[config.mk]
export PLATFORM = sky130hd
export DESIGN_NAME = obi_mem_arbiter
export DESIGN_NICKNAME = d
export VERILOG_FILES = /design/src/rtl/obi_arb_pkg.sv /design/src/rtl/obi_id_fifo.sv /design/src/rtl/obi_mem_arbiter.sv
export SDC_FILE = /design/constraint.sdc
export NUM_CORES = 1
export LEC_CHECK = 0
export CAP_MARGIN = 15
export CORE_AREA = 5 5 104 106
export CTS_BUF_LIST = sky130_fd_sc_hd__clkbuf_8
export CTS_CLUSTER_SIZE = 16
export DETAILED_ROUTE_END_ITERATION = 7
export DIE_AREA = 0 0 109 111
export PLACE_DENSITY_LB_ADDON = 0.12
export SYNTH_ARGS = -nofsm -noshare
export SYNTH_HDL_FRONTEND = slang
export SYNTH_SLANG_ARGS = --single-unit
[constraint.sdc]
create_clock -name clk_i -period 2 [get_ports clk_i]
set_input_delay 0.2 -clock clk_i [delete_from_list [all_inputs] [get_ports clk_i]]
set_output_delay 0.2 -clock clk_i [all_outputs]
set_load 0.01 [all_outputs]
[src/rtl/obi_arb_pkg.sv]
// rtl/obi_arb_pkg.sv - shared types for the instr/data OBI memory arbiter
package obi_arb_pkg;

    typedef enum logic {
        SRC_INSTR = 1'b0,
        SRC_DATA  = 1'b1
    } obi_src_e;

    localparam int ARB_RR    = 0;
    localparam int ARB_FIXED = 1;

    typedef enum logic {
        LOCK_IDLE   = 1'b0,
        LOCK_LOCKED = 1'b1
    } lock_state_e;

endpackage

[src/rtl/obi_id_fifo.sv]
// rtl/obi_id_fifo.sv - in-order FIFO of transfer sources awaiting a memory response
module obi_id_fifo
    import obi_arb_pkg::*;
#(
    parameter int DEPTH = 2
) (
    input  logic     clk_i,
    input  logic     rst_i,
    input  logic     push_i,
    input  obi_src_e src_i,
    input  logic     pop_i,
    output logic     full_o,
    output logic     empty_o,
    output obi_src_e head_o
);

    localparam int PTR_W = $clog2(DEPTH + 1);
    // Storage is rounded up to a power of two so pointers index it at full width.
    localparam int SLOTS = 1 << PTR_W;
    localparam logic [PTR_W-1:0] LAST_PTR  = PTR_W'(DEPTH - 1);
    localparam logic [PTR_W-1:0] FULL_CNT  = PTR_W'(DEPTH);

    obi_src_e         slots_q [SLOTS];
    logic [PTR_W-1:0] wr_ptr_q;
    logic [PTR_W-1:0] rd_ptr_q;
    logic [PTR_W-1:0] count_q;
    logic             do_push;
    logic             do_pop;

    function automatic logic [PTR_W-1:0] next_ptr(input logic [PTR_W-1:0] ptr);
        return (ptr == LAST_PTR) ? '0 : ptr + PTR_W'(1);
    endfunction

    assign full_o  = (count_q == FULL_CNT);
    assign empty_o = (count_q == '0);
    assign head_o  = slots_q[rd_ptr_q];
    assign do_push = push_i && !full_o;
    assign do_pop  = pop_i && !empty_o;

    always_ff @(posedge clk_i or posedge rst_i) begin
        if (rst_i) begin
            for (int i = 0; i < SLOTS; i++) begin
                slots_q[i] <= SRC_INSTR;
            end
            wr_ptr_q <= '0;
            rd_ptr_q <= '0;
            count_q  <= '0;
        end else begin
            if (do_push) begin
                slots_q[wr_ptr_q] <= src_i;
                wr_ptr_q          <= next_ptr(wr_ptr_q);
            end
            if (do_pop) begin
                rd_ptr_q <= next_ptr(rd_ptr_q);
            end
            case ({do_push, do_pop})
                2'b10:   count_q <= count_q + PTR_W'(1);
                2'b01:   count_q <= count_q - PTR_W'(1);
                default: count_q <= count_q;
            endcase
        end
    end

endmodule

[src/rtl/obi_mem_arbiter.sv]
// rtl/obi_mem_arbiter.sv - shares one OBI memory port between core instr and data ports
module obi_mem_arbiter
    import obi_arb_pkg::*;
#(
    parameter int MAX_OUTSTANDING = 2,
    parameter int ARB_MODE        = ARB_RR
) (
    input  logic        clk_i,
    input  logic        rst_i,
    input  logic        instr_req_i,
    output logic        instr_gnt_o,
    output logic        instr_rvalid_o,
    input  logic [31:0] instr_addr_i,
    output logic [31:0] instr_rdata_o,
    input  logic        data_req_i,
    output logic        data_gnt_o,
    output logic        data_rvalid_o,
    input  logic [31:0] data_addr_i,
    input  logic [3:0]  data_be_i,
    input  logic        data_we_i,
    input  logic [31:0] data_wdata_i,
    output logic [31:0] data_rdata_o,
    output logic        mem_req_o,
    input  logic        mem_gnt_i,
    input  logic        mem_rvalid_i,
    output logic [31:0] mem_addr_o,
    output logic [3:0]  mem_be_o,
    output logic        mem_we_o,
    output logic [31:0] mem_wdata_o,
    input  logic [31:0] mem_rdata_i
);

    lock_state_e lock_state_q;
    obi_src_e    lock_src_q;
    obi_src_e    rr_q;
    obi_src_e    owner;
    obi_src_e    fifo_head;
    logic        owner_req;
    logic        handshake;
    logic        fifo_full;
    logic        fifo_empty;
    logic        rsp_valid;

    always_comb begin
        owner = SRC_INSTR;
        if (lock_state_q == LOCK_LOCKED) begin
            owner = lock_src_q;
        end else if (ARB_MODE == ARB_FIXED) begin
            owner = data_req_i ? SRC_DATA : SRC_INSTR;
        end else if (data_req_i && instr_req_i) begin
            owner = rr_q;
        end else begin
            owner = data_req_i ? SRC_DATA : SRC_INSTR;
        end
    end

    assign owner_req = (owner == SRC_DATA) ? data_req_i : instr_req_i;
    // Full blocks the request even when a pop lands this cycle, keeping rvalid off the req path.
    assign mem_req_o = owner_req && !fifo_full && !rst_i;
    assign handshake = mem_req_o && mem_gnt_i;

    assign mem_addr_o  = (owner == SRC_DATA) ? data_addr_i  : instr_addr_i;
    assign mem_be_o    = (owner == SRC_DATA) ? data_be_i    : 4'hF;
    assign mem_we_o    = (owner == SRC_DATA) ? data_we_i    : 1'b0;
    assign mem_wdata_o = (owner == SRC_DATA) ? data_wdata_i : 32'h0;

    assign instr_gnt_o = handshake && (owner == SRC_INSTR);
    assign data_gnt_o  = handshake && (owner == SRC_DATA);

    assign rsp_valid      = mem_rvalid_i && !fifo_empty && !rst_i;
    assign instr_rvalid_o = rsp_valid && (fifo_head == SRC_INSTR);
    assign data_rvalid_o  = rsp_valid && (fifo_head == SRC_DATA);
    assign instr_rdata_o  = mem_rdata_i;
    assign data_rdata_o   = mem_rdata_i;

    always_ff @(posedge clk_i or posedge rst_i) begin
        if (rst_i) begin
            lock_state_q <= LOCK_IDLE;
            lock_src_q   <= SRC_DATA;
            rr_q         <= SRC_DATA;
        end else begin
            case (lock_state_q)
                LOCK_IDLE: begin
                    if (mem_req_o && !mem_gnt_i) begin
                        lock_state_q <= LOCK_LOCKED;
                        lock_src_q   <= owner;
                    end
                end
                LOCK_LOCKED: begin
                    // A dropped request releases the port without any transfer.
                    if (handshake || !owner_req) begin
                        lock_state_q <= LOCK_IDLE;
                    end
                end
                default: lock_state_q <= LOCK_IDLE;
            endcase
            if (handshake) begin
                rr_q <= (owner == SRC_DATA) ? SRC_INSTR : SRC_DATA;
            end
        end
    end

    obi_id_fifo #(
        .DEPTH (MAX_OUTSTANDING)
    ) u_id_fifo (
        .clk_i   (clk_i),
        .rst_i   (rst_i),
        .push_i  (handshake),
        .src_i   (owner),
        .pop_i   (mem_rvalid_i),
        .full_o  (fifo_full),
        .empty_o (fifo_empty),
        .head_o  (fifo_head)
    );

`ifndef SYNTHESIS
    always @(posedge clk_i) begin
        if (!rst_i) begin
            unexpected_rvalid: assert (!(mem_rvalid_i && fifo_empty))
                else $warning("obi_mem_arbiter: mem_rvalid_i with no outstanding transfer");
            locked_req_drop: assert (!(lock_state_q == LOCK_LOCKED && !owner_req))
                else $warning("obi_mem_arbiter: owner dropped req while locked");
        end
    end
`endif

endmodule

After elaboration in Yosys (flattened, before gate mapping)
Index checks and enable logic that the tools add are counted.
{"block": "word_totals", "mem_count": 0, "in_bits": 139, "latchBits": 0, "register_bits": 13, "elab_cells": 70, "mem_bits_rw": 0, "mem_bits_ro": 0}
{"block": "classes", "mux": 21, "eq_ne": 5, "shifts": 0, "mul": 0, "n_reduce_logical": 22, "n_lt_le_gt_ge": 3, "add_sub_neg": 4, "n_div": 0, "bitwise": 5}
{"op": "$mux W32", "n": 2}
{"op": "$logic_and A1 B1 Y1", "n": 13}
{"op": "$mux W1", "n": 11}
{"op": "$add A2 B1 Y2 const B", "n": 3}
{"op": "$eq A2 B1 Y1 const B", "n": 3}
{"op": "$ge A3 B3 Y1 const B", "n": 2}
{"op": "$not A2 Y3", "n": 2}
{"op": "$logic_not A1 Y1", "n": 5}
{"op": "$bwmux W4", "n": 1}
{"op": "$eq A2 B2 Y1 const B", "n": 2}
{"op": "$mux W2", "n": 2}
{"op": "$mux W4", "n": 1}
{"op": "$pmux W2 S2", "n": 1}
{"op": "$lt A3 B1 Y1 const B", "n": 1}
{"op": "$not A1 Y1", "n": 3}
{"op": "$bmux W1 S2", "n": 1}
{"op": "$demux W1 S2", "n": 1}
{"op": "$logic_not A2 Y1", "n": 1}
{"op": "$pmux W1 S2", "n": 1}
{"op": "$reduce_and A2 Y1", "n": 1}
{"op": "$reduce_bool A2 Y1", "n": 1}
{"op": "$sub A2 B1 Y2 const B", "n": 1}
{"op": "$logic_or A1 B1 Y1", "n": 1}

Logic depth before layout (Yosys ltp)
{"block": "depth", "ltp_word": 10, "depth_mapped": 8}

By module
From an unflattened synthesis, not the netlist that was laid out.
{"block": "hier_totals", "cells_unflattened": 204, "hier_area_um2": 1904.3}
{"module": "obi_mem_arbiter", "seq_area_each_um2": 77.6, "area_per_inst_um2": 1447.6, "cells_each": 168, "n_inst": 1}
{"module": "obi_id_fifo", "seq_area_each_um2": 250.2, "area_per_inst_um2": 456.7, "cells_each": 36, "n_inst": 1}

Worst setup path before layout
OpenSTA, ideal clock, no wires.
{"block": "synth_timing", "kind": "flip-flop to flip-flop", "start": "reg u_id_fifo.count_q[1]", "end": "reg u_id_fifo.count_q[1]", "synth_period_minus_slack_ns": 1.662, "arrival_time_ns": 1.583, "setup_slack_ns": 0.338, "required_time_ns": 1.921, "path_buffers": 0, "stages_incl_launch_ff": 8, "path_cell_list": "dfrtp_1 > nor2b_2 > nand3b_4 > nor2_1 > inv_1 > ha_1 > nor2_1 > xor2_1"}
{"block": "synth_via", "elab_chain_cells": 8, "elab_cells_between_ends": 15, "cone_classes": "add/sub (2); eq/ne (3); mux (1); reduce/logical (9)"}
{"item": "start, declared", "line_no": "obi_id_fifo.sv:26", "text": "logic [PTR_W-1:0] count_q;"}
{"item": "start signal, assigned", "line_no": "obi_id_fifo.sv:57", "text": "2'b10: count_q <= count_q + PTR_W'(1);"}
{"item": "start signal, assigned", "line_no": "obi_id_fifo.sv:58", "text": "2'b01: count_q <= count_q - PTR_W'(1);"}
{"item": "start signal, assigned", "line_no": "obi_id_fifo.sv:59", "text": "default: count_q <= count_q;"}
{"item": "$eq A2 B2 Y1", "line_no": "obi_id_fifo.sv:34", "text": "assign full_o = (count_q == FULL_CNT);"}
{"item": "$logic_not A1 Y1", "line_no": "obi_id_fifo.sv:37, obi_mem_arbiter.sv:59"}
{"item": "$logic_and A1 B1 Y1 (2 in a row)", "line_no": "obi_mem_arbiter.sv:59", "text": "assign mem_req_o = owner_req && !fifo_full && !rst_i;"}
{"item": "$logic_and A1 B1 Y1", "line_no": "obi_mem_arbiter.sv:60", "text": "assign handshake = mem_req_o && mem_gnt_i;"}
{"item": "$logic_and A1 B1 Y1", "line_no": "obi_id_fifo.sv:37", "text": "assign do_push = push_i && !full_o;"}
{"item": "$eq A2 B1 Y1 or $eq A2 B2 Y1 (tied branches)", "line_no": "obi_id_fifo.sv:56", "text": "case ({do_push, do_pop})"}
{"item": "$pmux W2 S2 or $reduce_bool A2 Y1 (tied branches)"}
Several ways; a longest one is shown, not always the timed one.
A chain may end at the register's enable or synchronous reset.

Worst setup path after layout
{"block": "layout_timing", "start": "reg rr_q", "end": "out mem_addr_o[13]"}
{"block": "layout_via", "elab_chain_cells": 3}
{"item": "start, declared", "line_no": "obi_mem_arbiter.sv:35", "text": "obi_src_e rr_q;"}
{"item": "start signal, assigned", "line_no": "obi_mem_arbiter.sv:98", "text": "rr_q <= (owner == SRC_DATA) ? SRC_INSTR : SRC_DATA;"}
{"item": "$mux W1", "line_no": "obi_mem_arbiter.sv:50", "text": "end else if (data_req_i && instr_req_i) begin"}
{"item": "$mux W1", "line_no": "obi_mem_arbiter.sv:46", "text": "if (lock_state_q == LOCK_LOCKED) begin"}
{"item": "$mux W32", "line_no": "obi_mem_arbiter.sv:62", "text": "assign mem_addr_o = (owner == SRC_DATA) ? data_addr_i : instr_addr_i;"}
{"item": "end, declared", "line_no": "obi_mem_arbiter.sv:26", "text": "output logic [31:0] mem_addr_o,"}
Every way passes these cells.

==> impl_metrics.json <==
{
  "rows": 36,
  "ys_seq_area_share_pct": 18.16,
  "dieArea_sq_um": 12100,
  "initial_core_util_pct": 18.64,
  "portBuffers": 180,
  "drt_iter0_markers": 23,
  "dp_hpwl_mm": 6.221,
  "fin_crit_ns": 2.131,
  "place_area_sq_um": 3381,
  "finClkSkew_ns": 0.006729,
  "setup_viol": 45,
  "layout-drive-gt1-share_pct": 52.72,
  "ant_nets": 0,
  "startpoint_type": "flip-flop",
  "pin_count": 277,
  "synthCells": 201,
  "wl_per_cell_microns": 17.38,
  "pre_cts_slack_ns": -0.3268,
  "end_kind": "output pin",
  "r2r_setup_slack_ns": 0.14,
  "tightestPinTransition_ns": 0.3495,
  "crit_fanout": 8,
  "grtUsageMet1_pct": 15.46,
  "numCtsBuffers": 3,
  "cts_tree": "yes",
  "syn_to_final_growth_pct": 124.5,
  "fin_nets": 490,
  "cp_cell_sequence": "nand2b_4, nand2_4, o21ai_4, buf_6, buf_12, buf_16, mux2_4, buf_6",
  "antenna_found_initial": 0,
  "slowest_stage": "dfstp_2",
  "root_buffer": "clkbuf_8",
  "clk_latency_ns": 0.24,
  "worst_r2r_startpoint": "lock_src_q",
  "grt_max_degree": 15,
  "async_flop_share_pct": 100.0,
  "min_path_type": "in -> async",
  "vdd_drop_max_v": 0.0005251,
  "worstSetupPathType": "reg -> out",
  "fillCellCount": 955,
  "final_common_cell": "clkdlybuf4s50_1",
  "drv_cap": 0,
  "max_freq_mhz": 469.3,
  "seqCellArea_sq_um": 327.8,
  "hold_violations": 0,
  "cts_num_sinks": 13,
  "worst_slack_ns": -0.1307,
  "grt.total_usage_pct": 12.86,
  "startpoint": "rr_q",
  "cellPowerDensity_nw_per_um2": 1068,
  "netlist_area_sq_um": 1805,
  "outcome": "finished, violations left",
  "vias": 1847,
  "multi_input_area_sq_um": 1160,
  "clockBufferDepth": 2,
  "worst_path_largest_cell_delay_ns": 0.54,
  "cp_data_arrival_time_ns": 1.93,
  "synth_edf_count": 0,
  "rsz0062_at_grt": "yes",
  "synth_cell_type_count": 28,
  "ys_seq_elements": 13,
  "syn_nets": 341,
  "crit_top_cell": "buf_6",
  "die_height_microns": 111,
  "fp.dieW_microns": 109,
  "met2_usage_pct": 22.19,
  "layout_common_cells": "clkdlybuf4s50_1, buf_6, mux2_4",
  "violations": "negative setup slack",
  "via_per_inst": 3.832,
  "p_leak_uw": 0.001857,
  "totalWireLength_mm": 8.379,
  "postLayoutCoreUtil_pct": 41.85,
  "overflow": 0,
  "required_ns": 1.80,
  "final_area_sq_um": 4053,
  "maxSlewViolCount": 0,
  "slew_headroom_pct": 76.48,
  "synthFlopType": "dfrtp_1",
  "syn_avg_cell_area_sq_um": 8.982,
  "clkTransAtPathRegs_ns": 0.06,
  "grt_pass1_wl_mm": 12.08,
  "antenna_cells": 0,
  "drc": 0,
  "finalCritPeriodShare_pct": 106.5,
  "drtPass1Iterations": 4,
  "grt_pass1_vias": 2008,
  "grt.met3_usage_pct": 4.485,
  "routabilityCongestion": 0.7251,
  "yosysWarningCount": 0,
  "htree_levels": 1,
  "coreArea_sq_um": 9684,
  "busiest_layer": "met2"
}
-- worst paths after layout --
kind	endpoint	cells after the start
min in group clk_i	lock_src_q	3
hold reg to reg	u_id_fifo.slots_q[2]	1
max in group asynchronous	rr_q	3
setup / recovery	mem_addr_o[13]	8
hold / removal	u_id_fifo.count_q[1]	3
setup reg to reg	u_id_fifo.count_q[1]	10
-- registers in the layout, summed over array words and instances (netlist names) --
signal / count
lock_src_q: 1
rr_q: 1
lock_state_q: 1
u_id_fifo.count_q: 2
u_id_fifo.slots_q: 4
u_id_fifo.rd_ptr_q: 2
u_id_fifo.wr_ptr_q: 2
-- critical path, delay by kind of cell (launching register included) --
kind | cells | cell delay, ns
multiplexers | 1 | 0.31
AND/OR/NAND/NOR | 2 | 0.18
AO/OA/AOI/OAI | 1 | 0.14
buffers and inverters | 4 | 0.52
flip-flops | 1 | 0.54
-- report_power, final --
part	leakage, uW	internal, uW	switching [uW]
sequential	0.000160	373	84.8
combinational	0.00167	2350	1290
clock	0.0000269	136	100
total	0.00186	2860	1470
-- area by class of cell --
type                       instances  share of cell area, %
timing repair buffer             216                  57.70
multi-input combinational        112                  28.62
sequential                        13                  8.089
tap                              133                  4.106
clock buffer                       3                  1.019
inverter                           4                 0.3705
clock inverter                     1                0.09262
-- layer usage --
metal	share of wire, %	up-vias
met4	0.95	0
li1	-	896
met1	39	831
met5	0	-
met2	50	105
met3	11	15
-- kinds of logic after synthesis --
| group | synth area share [%] |
|---|---|
| AO/OA/AOI/OAI | 5.058 |
| XOR/XNOR | 2.425 |
| adder cells (fa/ha/maj) | 0.6929 |
| buffers and inverters | 29.80 |
| flip-flops | 18.16 |
| multiplexers | 23.70 |
| AND/OR/NAND/NOR | 20.17 |
-- repair_timing --
| item | in CTS | in global routing |
|---|---|---|
| hold buffers | 0 | 0 |
| resized for setup | 371 | 70 |
| buffers inserted | 11 | 8 |
| setup endpoints to repair | 74 | 72 |
| cloned | 6 | 3 |
| pin swaps | 2 | 28 |
-- cell usage after synthesis (3+ instances only) --
cell       n  area [sq um]
mux2_1     3         33.78
nand2b_1   6         37.54
mux2_2    33         371.6
and2_1    34         212.7
xnor2_1    4         35.03
nor4_1     3         18.77
a21boi_0   3         22.52
buf_2      7         35.03
nor2_1     5         18.77
nor3_1     3         15.01
nand2_1    3         11.26
inv_1      4         15.01
buf_4     65         488.0
dfrtp_1   11         275.3
o21ai_0    3         15.01
-- through the flow --
stage / total power (uW) / cells / hold WS [ns] / TNS, ns
global route: 4601 / 482 / 0.3972 / -7.819
CTS: 3919 / 476 / 0.3638 / -4.286
floorplan: 1701 / 201 / 0.1121 / 0
detailed placement: 2876 / 455 / 0.4001 / -15.53
global placement: 2881 / 455 / 0.4001 / -15.07
finish: 4327 / 482 / 0.3592 / -2.240
Power figures use the tool's default switching activity.
